==> config.mk <==
export PLATFORM = sky130hd
export DESIGN_NAME = nnrv_wb
export DESIGN_NICKNAME = d
export VERILOG_FILES = /design/src/rtl/nnrv_pkg.sv /design/src/rtl/nnrv_wb_arb.sv /design/src/rtl/nnrv_wb.sv
export SDC_FILE = /design/constraint.sdc
export NUM_CORES = 1
export LEC_CHECK = 0
export CAP_MARGIN = 10
export CORE_ASPECT_RATIO = 1.2
export CORE_UTILIZATION = 47
export CTS_BUF_LIST = sky130_fd_sc_hd__clkbuf_16
export DETAILED_ROUTE_END_ITERATION = 10
export HOLD_SLACK_MARGIN = 0.12
export PLACE_DENSITY_LB_ADDON = 0.25
export SLEW_MARGIN = 20
export SYNTH_ARGS = -nofsm -noshare
export SYNTH_HDL_FRONTEND = slang
export SYNTH_SLANG_ARGS = --single-unit
==> constraint.sdc <==
create_clock -name i_clk -period 2.6 [get_ports i_clk]
set_clock_uncertainty 0.05 [all_clocks]
set_input_delay 0.52 -clock i_clk [delete_from_list [all_inputs] [get_ports i_clk]]
set_output_delay 0.52 -clock i_clk [all_outputs]
set_load 0.01 [all_outputs]
==> src/rtl/nnrv_pkg.sv <==
// rtl/nnrv_pkg.sv - shared widths and parameter defaults for the writeback stage
// Holds the data width, register count, register-index width and the default
// starvation limit used by nnrv_wb and nnrv_wb_arb.
package nnrv_pkg;

   localparam int unsigned XLEN_DEF       = 32;
   localparam int unsigned REG_NUM_DEF    = 32;
   localparam int unsigned REG_IDX_W      = 5;
   localparam int unsigned STARVE_MAX_DEF = 2;

endpackage

==> src/rtl/nnrv_wb_arb.sv <==
// rtl/nnrv_wb_arb.sv - two-requester writeback arbiter with ALU starvation guard
// Ports:
//   i_clk, i_rst            clock, synchronous active-high reset
//   i_alu_valid/i_lsu_valid writeback requests
//   o_alu_gnt/o_lsu_gnt     one-hot (or zero) grants, combinational
module nnrv_wb_arb
   import nnrv_pkg::*;
#(
   parameter int unsigned STARVE_MAX = STARVE_MAX_DEF
) (
   input  logic i_clk,
   input  logic i_rst,
   input  logic i_alu_valid,
   input  logic i_lsu_valid,
   output logic o_alu_gnt,
   output logic o_lsu_gnt
);

   localparam logic [1:0] STARVE_LIM = 2'(STARVE_MAX);

   logic [1:0] starve_q, starve_d;

   // LSU wins by default; the ALU takes over once it has watched STARVE_LIM
   // consecutive LSU grants. Both grants are forced low during reset.
   always_comb begin
      o_alu_gnt = 1'b0;
      o_lsu_gnt = 1'b0;
      if (!i_rst) begin
         o_alu_gnt = i_alu_valid && (!i_lsu_valid || (starve_q == STARVE_LIM));
         o_lsu_gnt = i_lsu_valid && !o_alu_gnt;
      end
   end

   // Count LSU grants only while the ALU is waiting; saturate at 3.
   always_comb begin
      starve_d = starve_q;
      if (!i_alu_valid || o_alu_gnt) begin
         starve_d = 2'd0;
      end else if (o_lsu_gnt && (starve_q != 2'd3)) begin
         starve_d = starve_q + 2'd1;
      end
   end

   always_ff @(posedge i_clk) begin
      if (i_rst) begin
         starve_q <= 2'd0;
      end else begin
         starve_q <= starve_d;
      end
   end

endmodule

==> src/rtl/nnrv_wb.sv <==
// rtl/nnrv_wb.sv - writeback stage: arbitration, pending-write scoreboard, register-file write port
// Ports:
//   i_clk, i_rst                       clock, synchronous active-high reset
//   i_alu_valid/rd/data, o_alu_ready   ALU writeback request
//   i_lsu_valid/rd/data, o_lsu_ready   load-unit writeback request
//   i_issue_en, i_issue_rd             decode marks a destination as pending
//   i_q1/i_q2, o_q1_busy/o_q2_busy     source hazard queries
//   o_w_en, o_w, o_w_reg               registered register-file write port
module nnrv_wb
   import nnrv_pkg::*;
#(
   parameter int unsigned XLEN       = XLEN_DEF,
   parameter int unsigned REG_NUM    = REG_NUM_DEF,
   parameter int unsigned STARVE_MAX = STARVE_MAX_DEF
) (
   input  logic                 i_clk,
   input  logic                 i_rst,
   input  logic                 i_alu_valid,
   input  logic [REG_IDX_W-1:0] i_alu_rd,
   input  logic [XLEN-1:0]      i_alu_data,
   output logic                 o_alu_ready,
   input  logic                 i_lsu_valid,
   input  logic [REG_IDX_W-1:0] i_lsu_rd,
   input  logic [XLEN-1:0]      i_lsu_data,
   output logic                 o_lsu_ready,
   input  logic                 i_issue_en,
   input  logic [REG_IDX_W-1:0] i_issue_rd,
   input  logic [REG_IDX_W-1:0] i_q1,
   input  logic [REG_IDX_W-1:0] i_q2,
   output logic                 o_q1_busy,
   output logic                 o_q2_busy,
   output logic                 o_w_en,
   output logic [REG_IDX_W-1:0] o_w,
   output logic [XLEN-1:0]      o_w_reg
);

   logic                 alu_gnt, lsu_gnt, gnt;
   logic [REG_IDX_W-1:0] gnt_rd;
   logic [XLEN-1:0]      gnt_data;

   logic                 w_en_q, w_en_d;
   logic [REG_IDX_W-1:0] w_q, w_d;
   logic [XLEN-1:0]      w_reg_q, w_reg_d;
   logic [REG_NUM-1:0]   pending_q, pending_d;

   nnrv_wb_arb #(
      .STARVE_MAX (STARVE_MAX)
   ) u_arb (
      .i_clk       (i_clk),
      .i_rst       (i_rst),
      .i_alu_valid (i_alu_valid),
      .i_lsu_valid (i_lsu_valid),
      .o_alu_gnt   (alu_gnt),
      .o_lsu_gnt   (lsu_gnt)
   );

   assign o_alu_ready = alu_gnt;
   assign o_lsu_ready = lsu_gnt;

   always_comb begin
      gnt      = alu_gnt || lsu_gnt;
      gnt_rd   = alu_gnt ? i_alu_rd   : i_lsu_rd;
      gnt_data = alu_gnt ? i_alu_data : i_lsu_data;
   end

   // Writes to x0 are accepted but never reach the register file.
   always_comb begin
      w_en_d  = gnt && (gnt_rd != '0);
      w_d     = gnt ? gnt_rd   : w_q;
      w_reg_d = gnt ? gnt_data : w_reg_q;
   end

   // Clear before set so a same-cycle issue to the retiring rd keeps it pending.
   always_comb begin
      pending_d = pending_q;
      for (int i = 1; i < int'(REG_NUM); i++) begin
         if (gnt && (gnt_rd == i[REG_IDX_W-1:0])) begin
            pending_d[i] = 1'b0;
         end
         if (i_issue_en && (i_issue_rd == i[REG_IDX_W-1:0])) begin
            pending_d[i] = 1'b1;
         end
      end
      pending_d[0] = 1'b0;
   end

   // Hazard queries see registered state only; x0 is never busy.
   always_comb begin
      o_q1_busy = 1'b0;
      o_q2_busy = 1'b0;
      for (int i = 1; i < int'(REG_NUM); i++) begin
         if (i_q1 == i[REG_IDX_W-1:0]) begin
            o_q1_busy = pending_q[i];
         end
         if (i_q2 == i[REG_IDX_W-1:0]) begin
            o_q2_busy = pending_q[i];
         end
      end
   end

   always_ff @(posedge i_clk) begin
      if (i_rst) begin
         w_en_q    <= 1'b0;
         w_q       <= '0;
         w_reg_q   <= '0;
         pending_q <= '0;
      end else begin
         w_en_q    <= w_en_d;
         w_q       <= w_d;
         w_reg_q   <= w_reg_d;
         pending_q <= pending_d;
      end
   end

   assign o_w_en  = w_en_q;
   assign o_w     = w_q;
   assign o_w_reg = w_reg_q;

endmodule

* Word-level counts from Yosys, hierarchy flattened
Cells that the tools add are included.
** Word-level totals
- Flip-flop bits (word level) :: 71
- Logic and storage cells :: 395
- Output and inout port bits :: 42
- Input bits :: 94
** Cells by class
- Equal/unequal tests :: 126
- Multiplexer cells :: 128
- Reductions and logical operators :: 105
- Add/sub/neg operators :: 1
** Operator list (count)
- $eq 5x5->1 const B :: 64
- $eq 5x4->1 const B :: 32
- $mux 1 :: 126
- $eq 5x3->1 const B :: 16
- $logic_and 1x1->1 :: 66
- $reduce_bool 2->1 :: 31
- $eq 5x2->1 const B :: 8
- $mux 32 :: 1
- $eq 5x1->1 const B :: 4
- $mux 5 :: 1
- $reduce_bool 5->1 :: 1
- $logic_not 1->1 :: 3
- $logic_or 1x1->1 :: 3
- $add 2x1->2 const B :: 1
- $eq 2x2->1 const B :: 1
- $ne 2x2->1 const B :: 1
- $reduce_or 2->1 :: 1

* Longest topological paths before layout
- Word-level depth :: 32
- Gate-level depth with buffers :: 11

* Hierarchy
From an unflattened synthesis, not the netlist that was laid out.
** Unflattened totals
- Cells, all modules :: 529
- Area, all modules :: 4056.4 sq um
** Modules (own cells, without submodules)
- nnrv_wb :: area an instance 3893.7 sq um, instances 1, cells each 512
- nnrv_wb_arb :: area an instance 162.7 sq um, instances 1, cells each 17

* Worst setup path before layout
Ideal clock, no wire load.
- Path kind :: in2out
- Start :: input port i_q1[0]
- End :: output port o_q1_busy
- Required time :: 2030 ps
- Path buffers :: 1
- Stages :: 7
- Path slack :: 150 ps
- Data arrival time :: 1880 ps
- Cell sequence :: buf_6 -> mux4_2 -> o21a_1 -> o21bai_2 -> o41ai_1 -> o311a_1 -> o31a_1
** On the way
- Cells in the longest elaborated chain, start to end :: 32
** RTL lines
- start: declaration :: RTL line nnrv_wb.sv:28 : input logic [REG_IDX_W-1:0] i_q1,
- $eq 5x1->1 :: RTL line nnrv_wb.sv:92 : if (i_q1 == i[REG_IDX_W-1:0]) begin
- $mux 1 (30 in series) :: RTL line nnrv_wb.sv:92
- $mux 1 (*) :: RTL line nnrv_wb.sv:92
- end: declaration :: RTL line nnrv_wb.sv:30 : output logic o_q1_busy,
Mark *: on every way between the ends. The rest lies on a longest branch, timed or not.

* Final worst setup path
- Start :: register pending_q[25]
- End :: output port o_q1_busy
** On the way
- Cells in the longest elaborated chain, start to end :: 7
** RTL lines
- start: declaration :: RTL line nnrv_wb.sv:44 : logic [REG_NUM-1:0] pending_q, pending_d;
- start signal: assignment :: RTL line nnrv_wb.sv:111 : pending_q <= pending_d;
- $mux 1 (7 in series) :: RTL line nnrv_wb.sv:92
No other way between the ends.

==> metrics.md <==
| Metric | Value |
|---|---|
| DRT met1 WL | `5.048 mm` |
| Die Span X | `87.78 microns` |
| Met3 wire length | `1.058 mm` |
| Met2 WL post-DR | `7.168 mm` |
| # Max-Cap Violations | `0` |
| Worst VDD drop | `325.1 uV` |
| Static leakage | `2.382 nW` |
| Post-synth top area cell | `dfxtp_1` |
| Tot GR Track Use | `30.95%` |
| Distinct cells, synth | `52` |
| Number of synthesized flops with an enable pin | `0` |
| Slew at the pin closest to its max-slew limit | `0.6721 ns` |
| Failing checks | `negative setup slack` |
| Die ar. | `0.009212 sq mm` |
| Hold buffer count at CTS | `0` |
| Wire length per cell | `17.39 microns` |
| Clock buffer depth | `2` |
| Detailed placement HPWL | `10.72 mm` |
| Status | `finished with violations` |
| Via density | `5.763` |
| Setup ws final | `-0.06552 ns` |
| Crit-path max FO | `2` |
| Syn avg cell area | `8.202 sq um` |
| Initial antenna violation count | `0` |
| Critical Path Sink Type | `output pin` |
| Clock slew at reported path FFs | `0.06 ns` |
| Root Driver | `clkbuf_16` |
| DRC violations left | `0` |
| Post-synth top area share | `34.25%` |
| Crit start category | `register` |
| Seq/Total Area, Yosys | `34.25%` |
| Fin crit period | `2.666 ns` |
| Cell Pwr Density | `464.4 mW/mm^2` |
| Synthesized instance count | `506` |
| Iter 0 DRT Violations | `363` |
| Mapped Area | `0.004150 sq mm` |
| FP Rows | `37` |
| H-tree Lvls | `3` |
| Unrepaired setup endpoints after global routing | `true` |
| Syn. warnings | `0` |
| Die H | `104.9 microns` |
| Worst Path Arrival | `2.10 ns` |
| Setup violators final | `1` |
| # diodes | `0` |
| CTS tree | `done` |
| Crit path required time | `2.03 ns` |
| Top routing layer used | `met4` |
| Layout cells sized above 1 | `19.19%` |
| Most frequent cells in the layout | `clkdlybuf4s50_1, dfxtp_1, buf_4` |
| Net Count, Synth | `602` |
| Max Slew Vio Count | `0` |
| Core Box Area | `0.008564 sq mm` |
| FF+latch area | `0.001425 sq mm` |
| Sum Neg Setup Slack | `-0.06552 ns` |
| Largest net degree at the start of global routing | `70` |
| Routability Congestion | `1.014` |
| Post-Route WL | `14.00 mm` |
| Utilization after layout | `74.99%` |
| Post-synth top flop | `dfxtp_1` |
| Sink Count | `71` |
| Pre-Repair DR Iteration Count | `6` |
| Overflow after GRT | `0` |
| Vias in the first global route | `4450` |
| # fillers | `636` |
| Flops & latches, synth | `71` |
| Type of the tightest min-delay check | `register to register` |
| Cts bufs inserted | `9` |
| Hold Slack | `0.4470 ns` |
| Final Cycle Share | `102.5%` |
| First-pass GRT wire length | `21.70 mm` |
| Clk_lat worst skew | `0.32 ns` |
| Fmax | `375.2 MHz` |
| Fin nets | `779` |
| Multi-input gate area | `0.002577 sq mm` |
| Max-Slew Margin vs Limit | `55.19%` |
| I/O Buffers | `135` |
| Starting Density | `48.46%` |
| Vias post-DR | `4639` |
| Io pins | `136` |
| Synth top area cells | `dfxtp_1, mux2i_1, o31ai_1` |
| Remaining antenna violation count | `0` |
| Most common cell after layout, fill and taps aside | `clkdlybuf4s50_1` |
| Critical setup path kind | `register to output pin` |
| Hold Vio Cnt, Final | `0` |
| Layout area overhead | `54.75%` |
| Pre-CTS WS | `-0.8718 ns` |
| Ys async rst share | `0%` |
| Flip-flop count of the largest register after layout | `37` |
[timing repair]
item                                    CTS  global route
pin swaps                                 8             4
hold endpoints to repair                  0             0
setup buffers                             6             0
gates resized for setup                  57            14
gates cloned                              3             0
endpoints found under the setup margin    2             3
[cells by family after synthesis]
kind of cell	synth area share, %
xor+xnor	0.2111
simple gates	18.63
fa+ha+maj	0.6029
compound gates	26.47
flops	34.25
buf+inv	6.271
mux	13.57
[power breakdown]
part	total (mW)	internal, mW	leakage (nW)	switching (mW)
Combinational	0.701	0.381	1.67	0.320
Sequential	1.17	1.14	0.583	0.0318
Clock	1.11	0.644	0.127	0.465
[per-stage QoR]
stage | power, mW | instance area, sq um | instances
after floorplan | 1.487 | 4150 | 506
after global placement | 1.857 | 5976 | 780
after detailed placement | 1.867 | 5976 | 780
after CTS | 2.985 | 6370 | 805
after global routing | 3.099 | 6422 | 805
final | 2.983 | 6422 | 805
[layer usage]
layer / GRT usage, % / vias to the layer above
met1: 32.35 / 2117
met5: 0 / -
met2: 53.27 / 255
met3: 9.163 / 44
li1: - / 2223
met4: 18.74 / 0
[cell type report]
class	instances	area share [%]
clock inverters	7	0.7793
repair buffers	208	30.35
well taps	117	2.279
flip-flops and latches	71	22.19
clock buffers	9	3.507
multi-input cells	380	40.13
inverters	13	0.7598
[worst max-delay path, stage by stage, from the launching register on]
cell      delay, ns
dfxtp_2        0.36
mux4_2         0.45
o21a_1         0.13
o21bai_2       0.18
o41ai_2        0.10
o311a_1        0.30
o31a_1         0.11
buf_2          0.14
[path summary, 6_finish.rpt]
check | start | endpoint | slack (ns) | cells past startpoint
worst max-delay path | pending_q[25] | o_q1_busy | -0.07 | 7
worst min-delay path | pending_q[6] | pending_q[6] | 0.45 | 2
worst max register to register | u_arb.starve_q[0] | pending_q[5] | 0.34 | 10
worst min register to register | pending_q[6] | pending_q[6] | 0.45 | 2
[Yosys cell counts, drive strengths merged (3+ instances only)]
| library cell | count |
|---|---|
| a211oi | 27 |
| a21oi | 44 |
| a221oi | 3 |
| a31oi | 11 |
| a41oi | 3 |
| buf | 20 |
| clkbuf | 22 |
| dfxtp | 71 |
| inv | 13 |
| mux2 | 6 |
| mux2i | 45 |
| nand2 | 44 |
| nand2b | 5 |
| nand3 | 8 |
| nand3b | 10 |
| nor2 | 52 |
| nor2b | 12 |
| nor3 | 10 |
| nor3b | 8 |
| o21ai | 26 |
| o31ai | 32 |
Note: power is estimated with default switching activity, not from simulation.
